### src/rtl/cpu_pkg.sv
// Shared types for the accumulator CPU: opcodes, FSM states, skip conditions and ALU ops.
package cpu_pkg;

   typedef enum logic [3:0] {
      OP_ILL0     = 4'h0,
      OP_LOAD     = 4'h1,
      OP_STORE    = 4'h2,
      OP_ADD      = 4'h3,
      OP_SUBT     = 4'h4,
      OP_ILL5     = 4'h5,
      OP_OUTPUT   = 4'h6,
      OP_HALT     = 4'h7,
      OP_SKIPCOND = 4'h8,
      OP_JUMP     = 4'h9,
      OP_CLEAR    = 4'hA,
      OP_ADDI     = 4'hB,
      OP_JUMPI    = 4'hC,
      OP_ILLD     = 4'hD,
      OP_ILLE     = 4'hE,
      OP_ILLF     = 4'hF
   } opcode_e;

   typedef enum logic [3:0] {
      S_IDLE,
      S_FETCH,
      S_FETCH_WAIT,
      S_DECODE,
      S_IND_RD,
      S_IND_WAIT,
      S_OPR_RD,
      S_OPR_WAIT,
      S_EXEC,
      S_STORE,
      S_HALT
   } state_e;

   localparam logic [1:0] SKIP_NEG  = 2'b00;
   localparam logic [1:0] SKIP_ZERO = 2'b01;
   localparam logic [1:0] SKIP_POS  = 2'b10;

   typedef enum logic [1:0] {
      ALU_PASS,
      ALU_ADD,
      ALU_SUB
   } alu_op_e;

endpackage

### src/rtl/acc_alu.sv
// Combinational accumulator ALU: pass-through, add or subtract, wrapping mod 2^DATA_WIDTH.
module acc_alu
   import cpu_pkg::*;
#(
   parameter int DATA_WIDTH = 16
) (
   input  alu_op_e               op,
   input  logic [DATA_WIDTH-1:0] a,
   input  logic [DATA_WIDTH-1:0] b,
   output logic [DATA_WIDTH-1:0] y
);

   // NOTE: assign a default before the case so no path leaves y unassigned (no latch).
   always_comb begin
      y = b;
      unique case (op)
         ALU_ADD: y = a + b;
         ALU_SUB: y = a - b;
         default: y = b;
      endcase
   end

endmodule

### src/rtl/acc_cpu_core.sv
// Multi-cycle accumulator CPU core driving a single-port synchronous RAM.
// DATA_WIDTH must be at least ADDR_WIDTH+4 so opcode and operand fields do not overlap.
module acc_cpu_core
   import cpu_pkg::*;
#(
   parameter int                      DATA_WIDTH = 16,
   parameter int                      ADDR_WIDTH = 12,
   parameter logic [ADDR_WIDTH-1:0]   RESET_PC   = '0
) (
   input  logic                  clk,
   input  logic                  rst_n,
   input  logic                  start,
   output logic [ADDR_WIDTH-1:0] mem_addr,
   output logic                  mem_re,
   output logic                  mem_we,
   output logic [DATA_WIDTH-1:0] mem_wdata,
   input  logic [DATA_WIDTH-1:0] mem_rdata,
   output logic [DATA_WIDTH-1:0] out_data,
   output logic                  out_valid,
   output logic                  busy,
   output logic                  halted,
   output logic                  illegal
);

   state_e                state;
   logic [ADDR_WIDTH-1:0] pc;
   logic [ADDR_WIDTH-1:0] mar;
   logic [DATA_WIDTH-1:0] ac;
   logic [DATA_WIDTH-1:0] ir;
   logic [DATA_WIDTH-1:0] mbr;

   opcode_e               opcode;
   logic [ADDR_WIDTH-1:0] x;
   logic [1:0]            cond;
   logic [ADDR_WIDTH-1:0] pc_inc;
   logic                  take_skip;
   alu_op_e               alu_op;
   logic [DATA_WIDTH-1:0] alu_y;

   assign opcode = opcode_e'(ir[DATA_WIDTH-1:DATA_WIDTH-4]);
   assign x      = ir[ADDR_WIDTH-1:0];
   assign cond   = x[ADDR_WIDTH-1:ADDR_WIDTH-2];
   assign pc_inc = pc + ADDR_WIDTH'(1);

   always_comb begin
      take_skip = 1'b0;
      unique case (cond)
         SKIP_NEG:  take_skip = ac[DATA_WIDTH-1];
         SKIP_ZERO: take_skip = (ac == '0);
         SKIP_POS:  take_skip = !ac[DATA_WIDTH-1] && (ac != '0);
         default:   take_skip = 1'b0;
      endcase
   end

   always_comb begin
      alu_op = ALU_PASS;
      unique case (opcode)
         OP_ADD, OP_ADDI: alu_op = ALU_ADD;
         OP_SUBT:         alu_op = ALU_SUB;
         default:         alu_op = ALU_PASS;
      endcase
   end

   acc_alu #(.DATA_WIDTH(DATA_WIDTH)) u_alu (
      .op (alu_op),
      .a  (ac),
      .b  (mbr),
      .y  (alu_y)
   );

   // Memory strobes decode straight from state so an async reset drops them in the same cycle.
   always_comb begin
      mem_addr = mar;
      unique case (state)
         S_FETCH:          mem_addr = pc;
         S_IND_RD, S_STORE: mem_addr = x;
         S_OPR_RD:         mem_addr = mar;
         default:          mem_addr = mar;
      endcase
   end

   assign mem_re    = (state == S_FETCH) || (state == S_IND_RD) || (state == S_OPR_RD);
   assign mem_we    = (state == S_STORE);
   assign mem_wdata = (state == S_STORE) ? ac : '0;
   assign busy      = (state != S_IDLE) && (state != S_HALT);
   assign halted    = (state == S_HALT);

   // NOTE: sequential state uses non-blocking assignments so every register samples pre-edge values.
   always_ff @(posedge clk or negedge rst_n) begin
      if (!rst_n) begin
         state     <= S_IDLE;
         pc        <= RESET_PC;
         mar       <= '0;
         ac        <= '0;
         ir        <= '0;
         mbr       <= '0;
         out_data  <= '0;
         out_valid <= 1'b0;
         illegal   <= 1'b0;
      end else begin
         out_valid <= 1'b0;
         unique case (state)
            S_IDLE, S_HALT: begin
               if (start) begin
                  state   <= S_FETCH;
                  illegal <= 1'b0;
               end
            end
            S_FETCH: state <= S_FETCH_WAIT;
            S_FETCH_WAIT: begin
               ir    <= mem_rdata;
               pc    <= pc_inc;
               state <= S_DECODE;
            end
            S_DECODE: begin
               unique case (opcode)
                  OP_LOAD, OP_ADD, OP_SUBT: begin
                     mar   <= x;
                     state <= S_OPR_RD;
                  end
                  OP_STORE:          state <= S_STORE;
                  OP_ADDI, OP_JUMPI: state <= S_IND_RD;
                  OP_OUTPUT: begin
                     out_data  <= ac;
                     out_valid <= 1'b1;
                     state     <= S_FETCH;
                  end
                  OP_HALT: state <= S_HALT;
                  OP_SKIPCOND: begin
                     if (take_skip) pc <= pc_inc;
                     state <= S_FETCH;
                  end
                  OP_JUMP: begin
                     pc    <= x;
                     state <= S_FETCH;
                  end
                  OP_CLEAR: begin
                     ac    <= '0;
                     state <= S_FETCH;
                  end
                  default: begin
                     illegal <= 1'b1;
                     state   <= S_HALT;
                  end
               endcase
            end
            S_IND_RD: state <= S_IND_WAIT;
            S_IND_WAIT: begin
               if (opcode == OP_JUMPI) begin
                  pc    <= mem_rdata[ADDR_WIDTH-1:0];
                  state <= S_FETCH;
               end else begin
                  mar   <= mem_rdata[ADDR_WIDTH-1:0];
                  state <= S_OPR_RD;
               end
            end
            S_OPR_RD: state <= S_OPR_WAIT;
            S_OPR_WAIT: begin
               mbr   <= mem_rdata;
               state <= S_EXEC;
            end
            S_EXEC: begin
               ac    <= alu_y;
               state <= S_FETCH;
            end
            S_STORE: state <= S_FETCH;
            default: state <= S_IDLE;
         endcase
      end
   end

endmodule

### config.mk
export PLATFORM = sky130hd
export DESIGN_NAME = acc_cpu_core
export DESIGN_NICKNAME = d
export VERILOG_FILES = /design/src/rtl/cpu_pkg.sv /design/src/rtl/acc_alu.sv /design/src/rtl/acc_cpu_core.sv
export SDC_FILE = /design/constraint.sdc
export NUM_CORES = 1
export LEC_CHECK = 0
export CORE_ASPECT_RATIO = 1.75
export CORE_MARGIN = 2
export CORE_UTILIZATION = 50
export CTS_BUF_LIST = sky130_fd_sc_hd__clkbuf_4 sky130_fd_sc_hd__clkbuf_8 sky130_fd_sc_hd__clkbuf_16
export DETAILED_ROUTE_END_ITERATION = 10
export MAX_ROUTING_LAYER = met4
export PLACE_DENSITY = 0.79
export SETUP_SLACK_MARGIN = 0.2
export SLEW_MARGIN = 20
export SYNTH_ARGS = -nofsm -noshare
export SYNTH_HDL_FRONTEND = slang
export SYNTH_HIERARCHICAL = 1
export SYNTH_SLANG_ARGS = --single-unit
### constraint.sdc
create_clock -name clk -period 5.9 [get_ports clk]
set_clock_uncertainty 0.15 [all_clocks]
set_input_delay 1.18 -clock clk [delete_from_list [all_inputs] [get_ports clk]]
set_output_delay 1.18 -clock clk [all_outputs]
set_load 0.01 [all_outputs]
==> reports/qor.yml <==
outcome:
  status: "complete, no violations"
route:
  routed-via-count: 5388
  first_pass_iters: 5
  dr.first_iter.drc_count: 370
  drt_wl_total_um: 16100
  via_per_inst: 6.42
  wl_per_cell_um: 19.2
  drc: 0
  ant_nets: 0
clock_network:
  cts_hold_buf: 0
  insertion_delay_ps: 350
  clock_sinks: 94
  cts_tree: "yes"
  cts_max_level: 3
  cts_made_buffers: 9
  path_clk_slew_ps: 60
  cts_buffer_depth: 2
  cts_root_buf: "clkbuf_16"
  cts_setup_buffers: 0
  post_cts_resized: 0
worst_hold_path:
  hp-class: "reg -> reg"
yosys:
  syn_area_sq_um: 6090
  synth_top_flop_cell: "dfrtp_1"
  syn_avg_cell_area_sq_um: 9.44
  synth-seq-cells: 94
  synth_edf_count: 0
  synth_xor_area_share_pct: 3.31
  synth-compound-area-share_pct: 18.7
  ys_seq_area_share_pct: 38.6
  synth_mux_area_share_pct: 11.1
  syn_inst: 645
  synth_fa_ha_area_share_pct: 4.03
  synthSimpleGateAreaFrac_pct: 20.5
  synth_nets: 683
  async_reset_ff_share_pct: 100
  ys_warn_count: 6
  synth_top_family_by_area: "simple AND/OR/NAND/NOR gates"
  yosys.cell_types.count: 66
sta:
  worst_pin_slew_ps: 936
  slew_headroom_pct: 37.3
  rsz0062_at_grt: "no"
  setup_tns_ps: 0
  fin_crit_sh_pct: 74.6
  hold_violations: 0
  finalSetupViolCount: 0
  maxSlewViolCount: 0
  finalCriticalPeriod_ps: 4400
  fmax_mhz: 227
  fin_ws_ps: 1500
setup_path:
  crit_required_ps: 4570
  critical_path_class: "reg -> out"
  cp_max_fo: 18
  critPathCaptureType: "output pin"
  cp.arrival_ps: 3070
  critPathLaunchType: "register"
floorplanning:
  die_h_um: 150
  core_sq_um: 11900
  io_pins: 69
  rows: 53
  dieArea_sq_um: 13100
  die_x_um: 87.4
  initial_core_util_pct: 51.0
finish:
  insertedDiodeCount: 0
  fillers: 1025
  area.growth.synth_to_final_pct: 17.6
  drive_above_1_share_pct: 12.8
  multiInputGateArea_sq_um: 3520
  final_cell_mix: "dfrtp_1 (94), nand2_1 (90), clkdlybuf4s50_1 (67)"
  register_area_sq_um: 2350
  fin_nets: 735
  final_common_cell: "dfrtp_1"
power_and_ir_drop:
  p_leak_uw: 0.00305
  pwr-share-seq_pct: 28.9
  p_int_uw: 2570
  comb_power_share_pct: 57.2
  swShare_pct: 44.4
  clockPowerShare_pct: 13.8
  vdd_drop_max_v: 0.000286
  power_switching_uw: 2060
  power.density_nw_per_um2: 646
placement:
  detailed_place_hpwl_um: 11700
  portBuffers: 68
  dp_slack_ps: 1840
  routabilityCongestion: 1.05
global_routing:
  antenna_found_initial: 0
  grt_overflow: 0
  grt_pass1_vias: 5396
  grt_usage_pct: 26.4
  grt_max_degree: 60
  grt_pass1_wl_um: 26300
job:
  drv_cap: 0
-- cell type report --
cell class / instances / share of cell area, %
inverters: 14 / 0.734
repair buffers: 76 / 10.4
well taps: 137 / 2.39
clock inverters: 5 / 1.15
multi-input cells: 502 / 49.2
flip-flops and latches: 94 / 32.8
clock buffers: 11 / 3.35
-- synthesized netlist by cell type, types with 4 or more instances --
| master | n | area share, % |
|---|---|---|
| mux2_2 | 47 | 8.7 |
| a31oi_1 | 14 | 1.4 |
| and4_1 | 6 | 0.86 |
| o21ai_0 | 26 | 2.1 |
| mux2i_1 | 8 | 1.3 |
| nor2_1 | 41 | 2.5 |
| inv_1 | 14 | 0.86 |
| nor2b_1 | 4 | 0.41 |
| nand4_1 | 6 | 0.62 |
| ha_1 | 18 | 3.7 |
| nand2_1 | 90 | 5.5 |
| nor3b_1 | 5 | 0.62 |
| a211oi_1 | 11 | 1.4 |
| a21oi_1 | 24 | 2.0 |
| a22oi_1 | 12 | 1.5 |
| nand3_1 | 13 | 1.1 |
| xnor2_1 | 16 | 2.3 |
| xor2_1 | 7 | 1.0 |
| a22o_1 | 20 | 2.9 |
| a21o_1 | 11 | 1.4 |
| and2_1 | 20 | 2.1 |
| o211ai_1 | 7 | 0.86 |
| buf_2 | 10 | 0.82 |
| nor3_1 | 10 | 0.82 |
| nor4_1 | 6 | 0.62 |
| clkbuf_1 | 20 | 1.2 |
| o2bb2ai_1 | 4 | 0.58 |
| nand2b_1 | 11 | 1.1 |
| dfrtp_1 | 94 | 39 |
| o31ai_1 | 5 | 0.62 |
| or4_1 | 4 | 0.49 |
| or3_1 | 5 | 0.51 |
-- critical path: stages (launching register included) --
cell and delay [ps]:
dfrtp_1 670, or3b_2 210, a21oi_1 60, buf_4 210, nor2_1 740, nand2_1 150, nand2_1 110, clkdlybuf4s50_1 550
-- power by group through the flow --
stage	combinational (uW)	clock (uW)	sequential, uW
3_3_place_gp	2530	0	1310
2_1_floorplan	1950	0	1190
3_5_place_dp	2600	0	1340
4_1_cts	2620	652	1330
5_1_grt	2890	676	1390
6_report	2650	641	1340
-- layer usage --
layer  routed length, um  vias to the layer above  GRT usage, %
met5                   0                        -             -
met4                 668                        0          13.3
met3                 729                       60          3.03
met2                8710                      239          46.4
met1                6040                     2614          28.6
li1                    -                     2475             -
-- state kept, by name (all words and copies together) (netlist names) --
register	count
ac	16
illegal	1
ir	16
mar	12
mbr	16
out_data	16
out_valid	1
pc	12
state	4
-- logic make-up (layout without fill, tap and decap cells) --
| family | count (synthesis) | count (layout) |
|---|---|---|
| buffers and inverters | 49 | 106 |
| AND/OR/NAND/NOR | 240 | 240 |
| AO/OA/AOI/OAI | 161 | 161 |
| multiplexers | 59 | 59 |
| flip-flops | 94 | 94 |
| XOR/XNOR | 23 | 23 |
| adder cells (fa/ha/maj) | 19 | 19 |
-- through the flow --
step	util [%]	instances	cell area (sq um)	total power [uW]	hold WS [ps]
floorplan	-	645	6090	3140	338
global placement	57.2	822	6820	3840	335
detailed placement	57.3	823	6840	3940	336
CTS	60.0	839	7160	4600	351
global route	60.0	839	7160	4950	371
finish	60.0	839	7160	4630	343
-- final timing paths --
check | end | startpoint | slack, ps | cells past startpoint
worst max-delay path | mem_addr[8] | state[3]$_DFFE_PN0P_ | 1500 | 7
worst min-delay path | illegal$_DFFE_PN0P_ | illegal$_DFFE_PN0P_ | 340 | 1
worst max register to register | ac[15]$_DFFE_PN0P_ | mbr[4]$_DFFE_PN0P_ | 1800 | 13
worst min register to register | illegal$_DFFE_PN0P_ | illegal$_DFFE_PN0P_ | 340 | 1
max in group asynchronous | mar[10]$_DFFE_PN0P_ | rst_n | 3850 | 2
min in group asynchronous | ir[14]$_DFFE_PN0P_ | rst_n | 620 | 1
Power figures use the tool's default switching activity.
